$ cat src/rtl/demux_sel_sequencer.sv
// Round-robin sequencer that drives demux_1_to_8 sel/data_in with dwell pulses and break-before-make gaps.
// Define DEMUX_SEQ_FIXED_PRIO_EN to use fixed priority (lowest request index wins) instead of round-robin.
module demux_sel_sequencer #(
  parameter int NUM_CH  = 8,
  parameter int SEL_W   = 3,
  parameter int DWELL_W = 8
) (
  input  logic               clk,
  input  logic               rst,
  input  logic               en,
  input  logic [NUM_CH-1:0]  req,
  input  logic [DWELL_W-1:0] dwell,
  output logic [SEL_W-1:0]   sel,
  output logic               data_out,
  output logic               busy,
  output logic               done
);

  localparam logic [1:0] IDLE   = 2'd0;
  localparam logic [1:0] ACTIVE = 2'd1;
  localparam logic [1:0] GAP    = 2'd2;

  logic [1:0]         state;
  logic [SEL_W-1:0]   ptr;
  logic [DWELL_W-1:0] cnt;
  logic [SEL_W-1:0]   winner;
  logic               found;
  logic [SEL_W-1:0]   idx;

`ifdef DEMUX_SEQ_FIXED_PRIO_EN
  // Scanning downward lets the lowest set index overwrite any higher one.
  always_comb begin
    winner = '0;
    found  = 1'b0;
    idx    = '0;
    for (int i = NUM_CH - 1; i >= 0; i--) begin
      idx = SEL_W'(i);
      if (req[idx]) begin
        winner = idx;
        found  = 1'b1;
      end
    end
  end
`else
  // Search starts at ptr; the SEL_W-bit add wraps because NUM_CH is a power of two.
  always_comb begin
    winner = ptr;
    found  = 1'b0;
    idx    = ptr;
    for (int i = 0; i < NUM_CH; i++) begin
      idx = ptr + SEL_W'(i);
      if (!found && req[idx]) begin
        winner = idx;
        found  = 1'b1;
      end
    end
  end
`endif

  always_ff @(posedge clk) begin
    if (rst) begin
      state    <= IDLE;
      sel      <= '0;
      data_out <= 1'b0;
      busy     <= 1'b0;
      done     <= 1'b0;
      ptr      <= '0;
      cnt      <= '0;
    end else begin
      case (state)
        IDLE: begin
          done <= 1'b0;
          if (en && found) begin
            state    <= ACTIVE;
            sel      <= winner;
            data_out <= 1'b1;
            busy     <= 1'b1;
            cnt      <= (dwell == '0) ? DWELL_W'(1) : dwell;
          end else begin
            data_out <= 1'b0;
            busy     <= 1'b0;
          end
        end
        ACTIVE: begin
          // sel stays put here; data_out drops first so the demux never strobes a wrong output.
          cnt <= cnt - DWELL_W'(1);
          if (!en || cnt == DWELL_W'(1)) begin
            state    <= GAP;
            data_out <= 1'b0;
            done     <= 1'b1;
`ifndef DEMUX_SEQ_FIXED_PRIO_EN
            ptr      <= sel + SEL_W'(1);
`endif
          end
        end
        GAP: begin
          state <= IDLE;
          done  <= 1'b0;
          busy  <= 1'b0;
        end
        default: begin
          state    <= IDLE;
          data_out <= 1'b0;
          busy     <= 1'b0;
          done     <= 1'b0;
        end
      endcase
    end
  end

endmodule
$ cat config.mk
export PLATFORM = sky130hd
export DESIGN_NAME = demux_sel_sequencer
export DESIGN_NICKNAME = d
export VERILOG_FILES = /design/src/rtl/demux_sel_sequencer.sv
export SDC_FILE = /design/constraint.sdc
export NUM_CORES = 1
export LEC_CHECK = 0
export ABC_CLOCK_PERIOD_IN_PS = 8600
export CORE_ASPECT_RATIO = 1.25
export CORE_UTILIZATION = 36
export DETAILED_ROUTE_END_ITERATION = 16
export GPL_ROUTABILITY_DRIVEN = 0
export HOLD_SLACK_MARGIN = 0.05
export MAX_ROUTING_LAYER = met4
export PLACE_DENSITY = 0.59
export SYNTH_ARGS = -nofsm -noshare
export SYNTH_HDL_FRONTEND = slang
export SYNTH_SLANG_ARGS = --single-unit
$ cat constraint.sdc
create_clock -name clk -period 8.6 [get_ports clk]
set_clock_uncertainty 0.2 [all_clocks]
set_input_delay 1.29 -clock clk [delete_from_list [all_inputs] [get_ports clk]]
set_output_delay 1.29 -clock clk [all_outputs]
set_load 0.1 [all_outputs]
; Word level (Yosys, flattened, before mapping)
; Cells that the tools add are included.
[op_classes]
add_sub_neg = 9
n_lt_le_gt_ge = 8
n_eq_ne = 5
muxes = 41
bitwise = 2
n_reduce_logical = 26
[op_table]
columns = cell, n
row1 = < comparator 3 x 4 -> 1 bit (second input constant), 8
row2 = binary-select mux 1 bit (select 3 bit), 8
row3 = two-way mux 3 bit, 7
row4 = two-way mux 1 bit, 18
row5 = two-way mux 8 bit, 2
row6 = case mux 8 bit (2 select lines), 1
row7 = adder 3 bit (second input constant), 4
row8 = AND reduction 2 bit, 5
row9 = equality test 8 x 1 -> 1 bit (second input constant), 1
row10 = logical AND 1 bit, 8
row11 = logical NOT 1 bit, 8
row12 = logical NOT 8 bit, 1
row13 = subtractor 8 x 1 -> 8 bit (second input constant), 1
row14 = adder 3 x 1 -> 3 bit (second input constant), 2
row15 = adder 3 x 2 -> 3 bit (second input constant), 2
row16 = two-way mux 2 bit, 2
row17 = inequality test 2 bit (second input constant), 2
row18 = case mux 2 bit (2 select lines), 1
row19 = case mux 1 bit (3 select lines), 1
row20 = equality test 2 x 1 -> 1 bit (second input constant), 1
row21 = equality test 2 bit (second input constant), 1
row22 = logical NOT 2 bit, 1
row23 = inverter 1 bit, 2
row24 = case mux 1 bit (2 select lines), 1
row25 = 3 further kinds, 3
[totals]
regBits = 19
in_bits = 19
output_inout_bits = 6
word_cells = 98

; Logic depth before layout (Yosys ltp)
; Gate-level depths: netlist of run 1.
[logic_depth]
ltp_word = 27
depth_mapped = 14
mapped_depth_nobuf = 9

; Worst setup path after synthesis of run 1
; Ideal clock, no wire load.
[synth_path]
path_kind = input-to-reg
start = input req[7]
end = register sel[1]
setup_time_ps = 130
arrival_ps = 3153
required_time_ps = 8270
setup_slack_ps = 5116
cell_stages = 7
path_buffers = 0
path_cell_list = mux4_2 > mux2_2 > o32a_4 > or4b_1 > o221ai_1 > o22a_1 > o22ai_1
[synth_between]
elab_chain_cells = 26
word_cells_on_any_way = 47
classes_between = mux (31) / reduce/logical (16)
[synth_lines]
columns = element, line
row1 = "start, declared", 11  ; input logic [NUM_CH-1:0] req,
row2 = binary-select mux 1 bit (select 3 bit), 52  ; if (!found && req[idx]) begin
row3 = two-way mux 1 bit (implied by the code), 52
row4 = two-way mux 1 bit, 52
row5 = logical NOT 1 bit, 52
row6 = logical AND 1 bit, 52
row7 = two-way mux 1 bit, 52
row8 = logical NOT 1 bit, 52
row9 = logical AND 1 bit, 52
row10 = [... 10 more ...], n/a
row11 = logical NOT 1 bit, 52
row12 = logical AND 1 bit, 52
row13 = two-way mux 1 bit, 52
row14 = logical NOT 1 bit, 52
row15 = logical AND 1 bit, 52
row16 = two-way mux 1 bit, 52
row17 = logical AND 1 bit, 73  ; if (en && found) begin
row18 = AND reduction 2 bit (no source line), n/a
row19 = "end signal, assigned", 75  ; sel <= winner;
row20 = "end, declared", 13  ; output logic [SEL_W-1:0] sel,
; Several ways; a longest one is shown, not always the timed one. The select of a mux whose other input is x is not followed.
; A chain may end at the register's enable or synchronous reset.

; Final worst setup path of run 1
[layout_path]
start = register ptr[0]
end = register cnt[4]
[layout_between]
elab_chain_cells = 27
word_cells_on_any_way = 48
classes_between = add/sub (7) / eq/ne (1) / mux (24) / reduce/logical (16)
[layout_lines]
columns = element, line
row1 = "start, declared", 24  ; logic [SEL_W-1:0] ptr;
row2 = "start signal, assigned", 92  ; ptr <= sel + SEL_W'(1);
row3 = branches (longest 23 deep; another with adder 3 x 1 -> 3 bit), n/a
row4 = two-way mux 1 bit (*), 52
row5 = logical AND 1 bit (*), 73
row6 = inequality test 2 bit (no source line) (*), n/a
row7 = AND reduction 2 bit (no source line) (*), n/a
row8 = "end signal, assigned", 78  ; cnt <= (dwell == '0) ? DWELL_W'(1) : dwell;
row9 = "end signal, assigned", 86  ; cnt <= cnt - DWELL_W'(1);
row10 = "end, declared", 25  ; logic [DWELL_W-1:0] cnt;
; Every way passes the cells marked *. The select of a mux whose other input is x is not followed.

==> qor.csv, run 1 <==
metric,value,unit
root_buffer,clkbuf_8,
htree_levels,1,
dieArea,0.00545,mm^2
slowest_delay,0.83,ns
period_share,51.4,%
dr.pass1.iters,4,
critical_path_buf_inv_count,1,
routed_wl,4490,um
crit_required,8.51,ns
portBuffers,24,
cts_setup_buffers,0,
p_per_area,145,mW/mm^2
finalPower,0.000313,W
async_flop_share,0,%
clk_path_buf_depth,2,
rrSetupSlack,4.18,ns
slowest_stage,dfxtp_1,
grt-ovfl-total,0,
synth_edf_count,0,
synth_nets,232,
grt_use_total,18.1,%
clk_pin_slew,0.08,ns
clk_latency,0.26,ns
fin_setup_tns,0,ns
drv_slew,0,
period_needed,4.42,ns
io_pins,25,
start_util,38.4,%
final_antenna_net_count,0,
drc,0,
cp_max_fo,18,
rows,28,
viasPerCell,6.11,
synth.distinct_cells,48,
path_cells,"inv_1, ha_1, mux4_2, mux2_2, o32a_4, nor3_4, a31oi_1, a32oi_1, a21oi_1",
syn2layout_area_growth,15.9,%
die_x,66.3,um
max_clock_freq,0.226,GHz
syn_inst,208,
relSlewSlack,35.5,%
synth-seq-cells,19,
design_area,0.00215,mm^2
worst_pin_slew,0.964,ns
setup-violations-final,0,
status,"complete, no violations",
routedWlPerCell,15.9,um
placed_cell_area,0.00210,mm^2
dp_cells,278,
cts-resized-gates,0,
cts.sinks,19,
finalHoldViolations,0,
netlist_area,0.00186,mm^2
layout.nets,247,
num_antenna_cells,0,
finalHoldWorstSlack,0.256,ns
nFillCells,506,
vias,1722,
synth_ff_type,dfxtp_1,
cts_hold_buf,0,
grt_pass1_vias,1584,
drv_cap,0,
ys.warnings.count,0,
hpwlAfterDp,3360,um
worstPathArrival,4.33,ns
numCtsBuffers,3,
grt_pass1_wl,7400,um
instances_no_fill,282,
cts_tree,done,
synth_sequential_area_ratio,20.5,%
syn_avg_cell_area,8.93,um^2
ir_worst_vdd,0.0000600,V
hold_path.class,reg -> reg,
endpoint_kind,flip-flop,
crit_family,compound AO/OA/AOI/OAI gates,
antenna_found_initial,0,
rsz0062_at_grt,false,
grt_max_degree,22,
drive_above_1_share,13.5,%
path_class,reg -> reg,
p_leak,0.702,nW
die_h,82.3,um
drt_iter0_markers,67,
fp.coreArea,0.00483,mm^2
start_kind,flip-flop,
## synthesized netlist by cell type (2+ instances only)
master	count	area share, %
nor2_1	20	4.0
a21oi_1	19	5.1
dfxtp_1	19	20
mux4_2	15	18
nand2_1	12	2.4
nor3_1	10	2.7
mux2i_1	9	4.8
buf_2	7	1.9
inv_1	7	1.4
nand2b_1	7	2.4
clkbuf_1	6	1.2
mux2_2	6	3.6
a31oi_1	5	1.7
a32oi_1	5	2.4
ha_1	5	3.4
nand3_1	4	1.1
nand3b_1	4	1.6
nor2b_1	4	1.3
o21ai_0	4	1.1
a211oi_1	3	1.2
o22ai_1	3	1.0
xnor2_1	3	1.4
a2bb2oi_1	2	0.94
nor4_1	2	0.67
o21ai_1	2	0.54
o31ai_1	2	0.81
xor2_1	2	0.94
## sequential cells by signal, summed over array words and instances, names as in the netlist
name,flops
sel,3
state,2
done,1
data_out,1
cnt,8
busy,1
ptr,3
## worst reg2reg max path, stage by stage (launching register included)
cell,delay [ns]
dfxtp_1,0.83
inv_1,0.25
ha_1,0.78
mux4_2,0.58
mux2_2,0.29
o32a_4,0.37
nor3_4,0.26
a31oi_1,0.35
a32oi_1,0.27
a21oi_1,0.09
## worst paths after layout
| path | start | end | cells past startpoint |
|---|---|---|---|
| max | ptr[0] | cnt[4] | 9 |
| min | busy | busy | 2 |
| max reg2reg | ptr[0] | cnt[4] | 9 |
| min reg2reg | busy | busy | 2 |
## layout make-up
class                   instances  area (um^2)  area share (%)
clock buffers                   3         41.3            1.92
flip-flops and latches         19          380            17.7
multi-input cells             168         1380            64.2
clock inverters                 1         7.51           0.349
well taps                      60         75.1            3.49
repair buffers                 24          240            11.2
inverters                       7         26.3            1.22
## cell families (layout without fill, tap and decap cells)
family	Yosys count	count (layout)	synth area share [%]
fa+ha+maj	5	5	3.37
flops	19	19	20.5
buf+inv	21	35	5.12
compound gates	57	57	22.1
xor+xnor	5	5	2.36
mux	30	30	26.7
simple gates	71	71	19.9
## layer usage
| metal | GRT usage, % | part of all wire [%] |
|---|---|---|
| met1 | 20.8 | 46 |
| met2 | 32.4 | 50 |
| met3 | 1.37 | 2.8 |
| met4 | 7.23 | 2.0 |
| met5 | - | 0 |
## metrics by stage
stage	util [%]	setup slack [ns]
detailed placement	43.5	4.17
CTS	44.5	4.16
global route	44.5	3.87
floorplan	-	5.12
finish	44.5	4.18
global placement	43.5	4.26
## power by group
part | total, W | switching [W] | internal (W)
sequential | 0.000108 | 0.0000120 | 0.0000962
clock | 0.0000637 | 0.0000311 | 0.0000327
combinational | 0.000141 | 0.0000805 | 0.0000608
## cell usage in the layout, fill, tap and decap left out, types with 4 or more instances in the layout
cell and instances:
a21oi_1 19, a31oi_1 5, a32oi_1 5, clkdlybuf4s50_1 24, dfxtp_1 19, ha_1 5, inv_1 7, mux2_2 6
mux2i_1 9, mux4_2 15, nand2_1 12, nand2b_1 7, nand3_1 4, nand3b_1 4, nor2_1 20, nor2b_1 4
nor3_1 10, o21ai_0 4
Note: power is estimated with default switching activity, not from simulation.
==> inputs of run 2 (changes only) <==
Settings changed: ABC_CLOCK_PERIOD_IN_PS 8600 to 4500.
Clock period 8.6 ns to 4.5 ns, I/O delays scaled along.
==> run 2 against run 1 <==
Effect of this change:
- clock power is 85% higher
- sequential cell count did not move
- utilization rose by 0.26 points
- fmax up 19%
- final area grew 0.58%
- global-route usage is essentially flat
- register-to-register slack lost 3.4 ns
- setup slack got worse by 3.4 ns
- sequential share of layout area is 0.10 points lower
- power is 91% higher
- highest routed layer unchanged
==> qor.csv, run 2 (synthesis gave the netlist of run 1 again) <==
metric,value,unit,change
status,"complete, no violations",,
numCtsBuffers,3,,unchanged
grt_pass1_wl,7520,um,+1.6%
crit_family,compound AO/OA/AOI/OAI gates,,
start_kind,flip-flop,,
clk_latency,0.25,ns,about the same
rows,28,,unchanged
power.internal,0.000363,W,+91%
rsz0062_at_grt,false,,
final_util,44.8,%,+0.26 points
fin_setup_tns,0,ns,unchanged
path_class,reg -> reg,,
drt_iter0_markers,60,,-10%
ir_worst_vdd,0.000123,V,+100%
worst_pin_slew,0.969,ns,+0.00486 ns
cts_hold_buf,0,,unchanged
relSlewSlack,35.2,%,-0.33 points
period_needed,3.71,ns,-0.715 ns
layout.cells.most_common,clkdlybuf4s50_1,,
top_register,cnt,,
fp.coreArea,0.00483,mm^2,unchanged
grt-ovfl-total,0,,unchanged
path_cells,"inv_1, ha_1, mux4_2, mux2_2, o32a_4, nor3_4, a31oi_1, a32oi_1, a21oi_1",,
clk_path_buf_depth,2,,unchanged
final_cell_mix,"24 x clkdlybuf4s50_1, 20 x nor2_1, 19 x a21oi_1, 19 x dfxtp_1, 15 x mux4_2",,
dp_cells,280,,+0.72%
drive_above_1_share,14.3,%,+0.77 points
period_share,82.4,%,+31 points
die_h,82.3,um,unchanged
syn2layout_area_growth,16.6,%,
io_pins,25,,unchanged
rr_worst_depth,9,,unchanged
finalPower,0.000597,W,+91%
antenna_found_initial,0,,unchanged
die_x,66.3,um,unchanged
setup-violations-final,0,,unchanged
largest_registers,"cnt x8, ptr x3, sel x3",,
hold_path.class,reg -> reg,,
largest_register_ffs,8,,unchanged
hpwlAfterDp,3400,um,+1.2%
instances_no_fill,284,,+0.71%
crit_cells,9,,unchanged
min_path_cells,2,,unchanged
critical_path_buf_inv_count,1,,unchanged
layout.nets,249,,+0.81%
cts_tree,done,,
grt_pass1_vias,1632,,+3.0%
p_sw,0.000235,W,+90%
combPwrFrac,46.6,%,+1.5 points
p_leak,0.717,nW,+2.1%
endpoint_kind,flip-flop,,
htree_levels,1,,unchanged
max_clock_freq,0.270,GHz,+19%
worstPathArrival,3.61,ns,-0.72 ns
nFillCells,493,,-2.6%
num_antenna_cells,0,,unchanged
routedWlPerCell,15.7,um,-1.1%
drc,0,,unchanged
routed_wl,4470,um,-0.38%
grt_max_degree,22,,unchanged
final_antenna_net_count,0,,unchanged
portBuffers,24,,unchanged
drv_cap,0,,unchanged
power_frac_clock,19.8,%,-0.6 points
clk_pin_slew,0.08,ns,about the same
finalHoldViolations,0,,unchanged
viasPerCell,5.99,,-2.0%
power_frac_seq,33.7,%,-0.8 points
dr.pass1.iters,4,,unchanged
dieArea,0.00545,mm^2,unchanged
p_per_area,276,mW/mm^2,+90%
cts.sinks,19,,unchanged
grt_use_total,18.1,%,about the same
slowest_stage,ha_1,,
start_util,38.4,%,unchanged
slowest_delay,0.71,ns,-0.12 ns
drv_slew,0,,unchanged
vias,1700,,-1.3%
cts_setup_buffers,0,,unchanged
cts-resized-gates,0,,unchanged
root_buffer,clkbuf_8,,
cp_max_fo,14,,-4
crit_required,4.40,ns,-4.11 ns
p_sw_share,39.3,%,-0.13 points
## run 2: changes by cell type in the layout (fill, tap and decap cells not counted), sizes merged
cell	change
buf	+2
clkinv	+1
clkinvlp	-1
## run 2: routing by layer
layer | up-vias | share of wire (%) | track usage, %
met1 | 816 | 46 | 21.7
met2 | 42 | 50 | 32.4
li1 | 834 | - | -
met4 | 0 | 1.9 | 5.32
met3 | 8 | 2.6 | 1.24
met5 | - | 0 | -
## run 2: worst reg2reg max path: stages, from the launching register on
cell,delay (ns)
dfxtp_1,0.34
inv_1,0.10
ha_1,0.71
mux4_2,0.59
mux2_2,0.30
o32a_4,0.37
nor3_4,0.26
a31oi_1,0.34
a32oi_1,0.27
a21oi_1,0.09
## run 2: area by class of cell
cell class	count	area, um^2	area share, %
clock buffer	3	41.3	1.91
clock inverter	1	5.00	0.231
inverter	7	26.3	1.21
multi-input combinational	168	1380	63.8
sequential	19	380	17.6
tap	60	75.1	3.47
timing repair buffer	26	255	11.8
## run 2: power by group through the flow
stage / clock [W] / sequential (W) / combinational [W]
CTS: 0.000119 / 0.000201 / 0.000278
global route: 0.000128 / 0.000205 / 0.000302
floorplan: 0 / 0.000232 / 0.000182
detailed placement: 0 / 0.000205 / 0.000276
finish: 0.000118 / 0.000201 / 0.000278
global placement: 0 / 0.000205 / 0.000278
## run 2: worst paths after layout
kind	from	endpoint	slack [ns]
max	ptr[0]	cnt[6]	0.79
min	busy	busy	0.27
max reg2reg	ptr[0]	cnt[6]	0.79
min reg2reg	busy	busy	0.27
## run 2: per-stage QoR
step	setup slack, ns	hold WS [ns]	area [um^2]
2_1_floorplan	1.04	0.240	1860
3_3_place_gp	0.852	0.244	2120
3_5_place_dp	0.788	0.253	2120
4_1_cts	0.805	0.267	2170
5_1_grt	0.597	0.290	2170
6_report	0.792	0.268	2170
==> inputs of run 3 (changes only) <==
Settings changed: ABC_CLOCK_PERIOD_IN_PS 4500 to 3650.
Clock period 4.5 ns to 3.65 ns, I/O delays scaled along.
==> run 3 against run 2 <==
Effect of this change:
- power is 25% higher
- count of clock-buffer cells in the layout stayed put
- combinational power is 29% higher
- wire length is 3.0% higher
- sequential cell count stayed put
- hold slack worse by 0.0051 ns
==> qor.csv, run 3 (synthesis gave the netlist of run 1 again) <==
metric,value,unit,change
routed_wl,4600,um,+3.0%
vias,1729,,+1.7%
worstPathArrival,3.30,ns,-0.31 ns
final_cell_mix,"24 x clkdlybuf4s50_1, 20 x nor2_1, 19 x a21oi_1, 19 x dfxtp_1, 15 x mux4_2",,
path_cells,"inv_1, ha_2, mux4_2, mux2_2, o32a_4, nor3_4, a31oi_1, a32oi_1, a21oi_1",,
root_buffer,clkbuf_8,,
met3_usage,1.51,%,+0.27 points
top_register,cnt,,
crit_required,3.55,ns,-0.85 ns
drv_slew,0,,unchanged
slowest_stage,mux4_2,,
portBuffers,24,,unchanged
grt-ovfl-total,0,,unchanged
status,"complete, no violations",,
fp.coreArea,0.00483,mm^2,unchanged
num_antenna_cells,0,,unchanged
rows,28,,unchanged
drv_cap,0,,unchanged
cp_max_fo,9,,-5
cts.sinks,19,,unchanged
die_h,82.3,um,unchanged
critical_path_buf_inv_count,1,,unchanged
start_kind,flip-flop,,
largest_registers,"cnt x8, ptr x3, sel x3",,
clk_path_buf_depth,2,,unchanged
grt_pass1_wl,7670,um,+2.0%
p_per_area,338,mW/mm^2,+23%
period_needed,3.40,ns,-0.311 ns
path_class,reg -> reg,,
design_area,0.00221,mm^2,+1.8%
final_antenna_net_count,0,,unchanged
dr.pass1.iters,4,,unchanged
max_clock_freq,0.294,GHz,+9.2%
start_util,38.4,%,unchanged
finalPower,0.000746,W,+25%
ir_worst_vdd,0.000138,V,+13%
grtUsageMet1,22.4,%,+0.75 points
placed_cell_area,0.00216,mm^2,+1.8%
met2_usage,33.2,%,+0.71 points
slowest_delay,0.54,ns,-0.17 ns
hpwlAfterDp,3550,um,+4.5%
drive_above_1_share,16.6,%,+2.3 points
period_share,93.1,%,+11 points
finalHoldWorstSlack,0.263,ns,-0.00514 ns
io_pins,25,,unchanged
top_usage_layer,met2,,
clk_pin_slew,0.07,ns,about the same
die_x,66.3,um,unchanged
hold_path.class,reg -> reg,,
rsz0062_at_grt,false,,
p_leak,0.741,nW,+3.4%
numCtsBuffers,3,,unchanged
relSlewSlack,34.6,%,-0.57 points
layout.cells.most_common,clkdlybuf4s50_1,,
drc,0,,unchanged
htree_levels,1,,unchanged
crit_family,compound AO/OA/AOI/OAI gates,,
viasPerCell,5.98,,about the same
largest_register_ffs,8,,unchanged
grt_pass1_vias,1589,,-2.6%
clk_latency,0.25,ns,about the same
dieArea,0.00545,mm^2,unchanged
finalHoldViolations,0,,unchanged
routedWlPerCell,15.9,um,+1.2%
cts_tree,done,,
grt_use_total,18.7,%,+0.60 points
fin_setup_tns,0,ns,unchanged
endpoint_kind,flip-flop,,
antenna_found_initial,0,,unchanged
drt_iter0_markers,85,,+42%
nFillCells,496,,+0.61%
grt_max_degree,22,,unchanged
syn2layout_area_growth,18.7,%,
worst_pin_slew,0.977,ns,+0.00859 ns
setup-violations-final,0,,unchanged
layout.nets,254,,+2.0%
[run 3: changes by cell type in the layout (fill, tap and decap cells not counted)]
cell   previous run  this run
ha_2              0         1
buf_4             2         7
ha_1              5         4
[run 3: repair_timing]
action                                  in CTS  in global routing
endpoints found under the setup margin       0                  8
gates resized for setup                      0                  1
hold buffers                                 0                  0
setup buffers                                0                  0
[run 3: tightest hold or removal path, stage by stage (launching register included)]
cell     delay [ns]
dfxtp_1        0.31
nand2_1        0.05
a21oi_1        0.05
[run 3: stage by stage]
| stage | std cells | setup slack (ns) | util (%) |
|---|---|---|---|
| after floorplan | 208 | 0.187 | - |
| after global placement | 285 | 0.146 | 44.6 |
| after detailed placement | 285 | 0.107 | 44.6 |
| after CTS | 289 | 0.108 | 45.6 |
| after global routing | 289 | 0.0115 | 45.6 |
| final | 289 | 0.253 | 45.6 |
[run 3: report_power, final]
part / internal (W) / total [W] / switching (W)
Sequential: 0.000227 / 0.000245 / 0.0000180
Clock: 0.0000757 / 0.000143 / 0.0000671
Combinational: 0.000153 / 0.000358 / 0.000205
[run 3: final cells by class]
type / count / area (um^2) / share of cell area, %
Multi-Input combinational cell: 168 / 1390 / 62.8
Sequential cell: 19 / 380 / 17.2
Timing Repair Buffer: 31 / 293 / 13.3
Tap cell: 60 / 75.1 / 3.40
Clock buffer: 3 / 41.3 / 1.87
Inverter: 7 / 26.3 / 1.19
Clock inverter: 1 / 5.00 / 0.227
[run 3: worst paths after layout]
| check | from | to | slack (ns) | cells past startpoint |
|---|---|---|---|---|
| worst max register to register | ptr[0] | cnt[4] | 0.25 | 9 |
| worst max-delay path | ptr[0] | cnt[4] | 0.25 | 9 |
| worst min-delay path | busy | busy | 0.26 | 2 |
| worst min register to register | busy | busy | 0.26 | 2 |
[run 3: metal layers]
metal / share of wire (%) / routed length [um] / vias up
met4: 1.2 / 55 / 0
met1: 44 / 2010 / 831
met3: 3.3 / 151 / 4
met2: 52 / 2390 / 45
met5: 0 / 0 / -
li1: - / - / 849
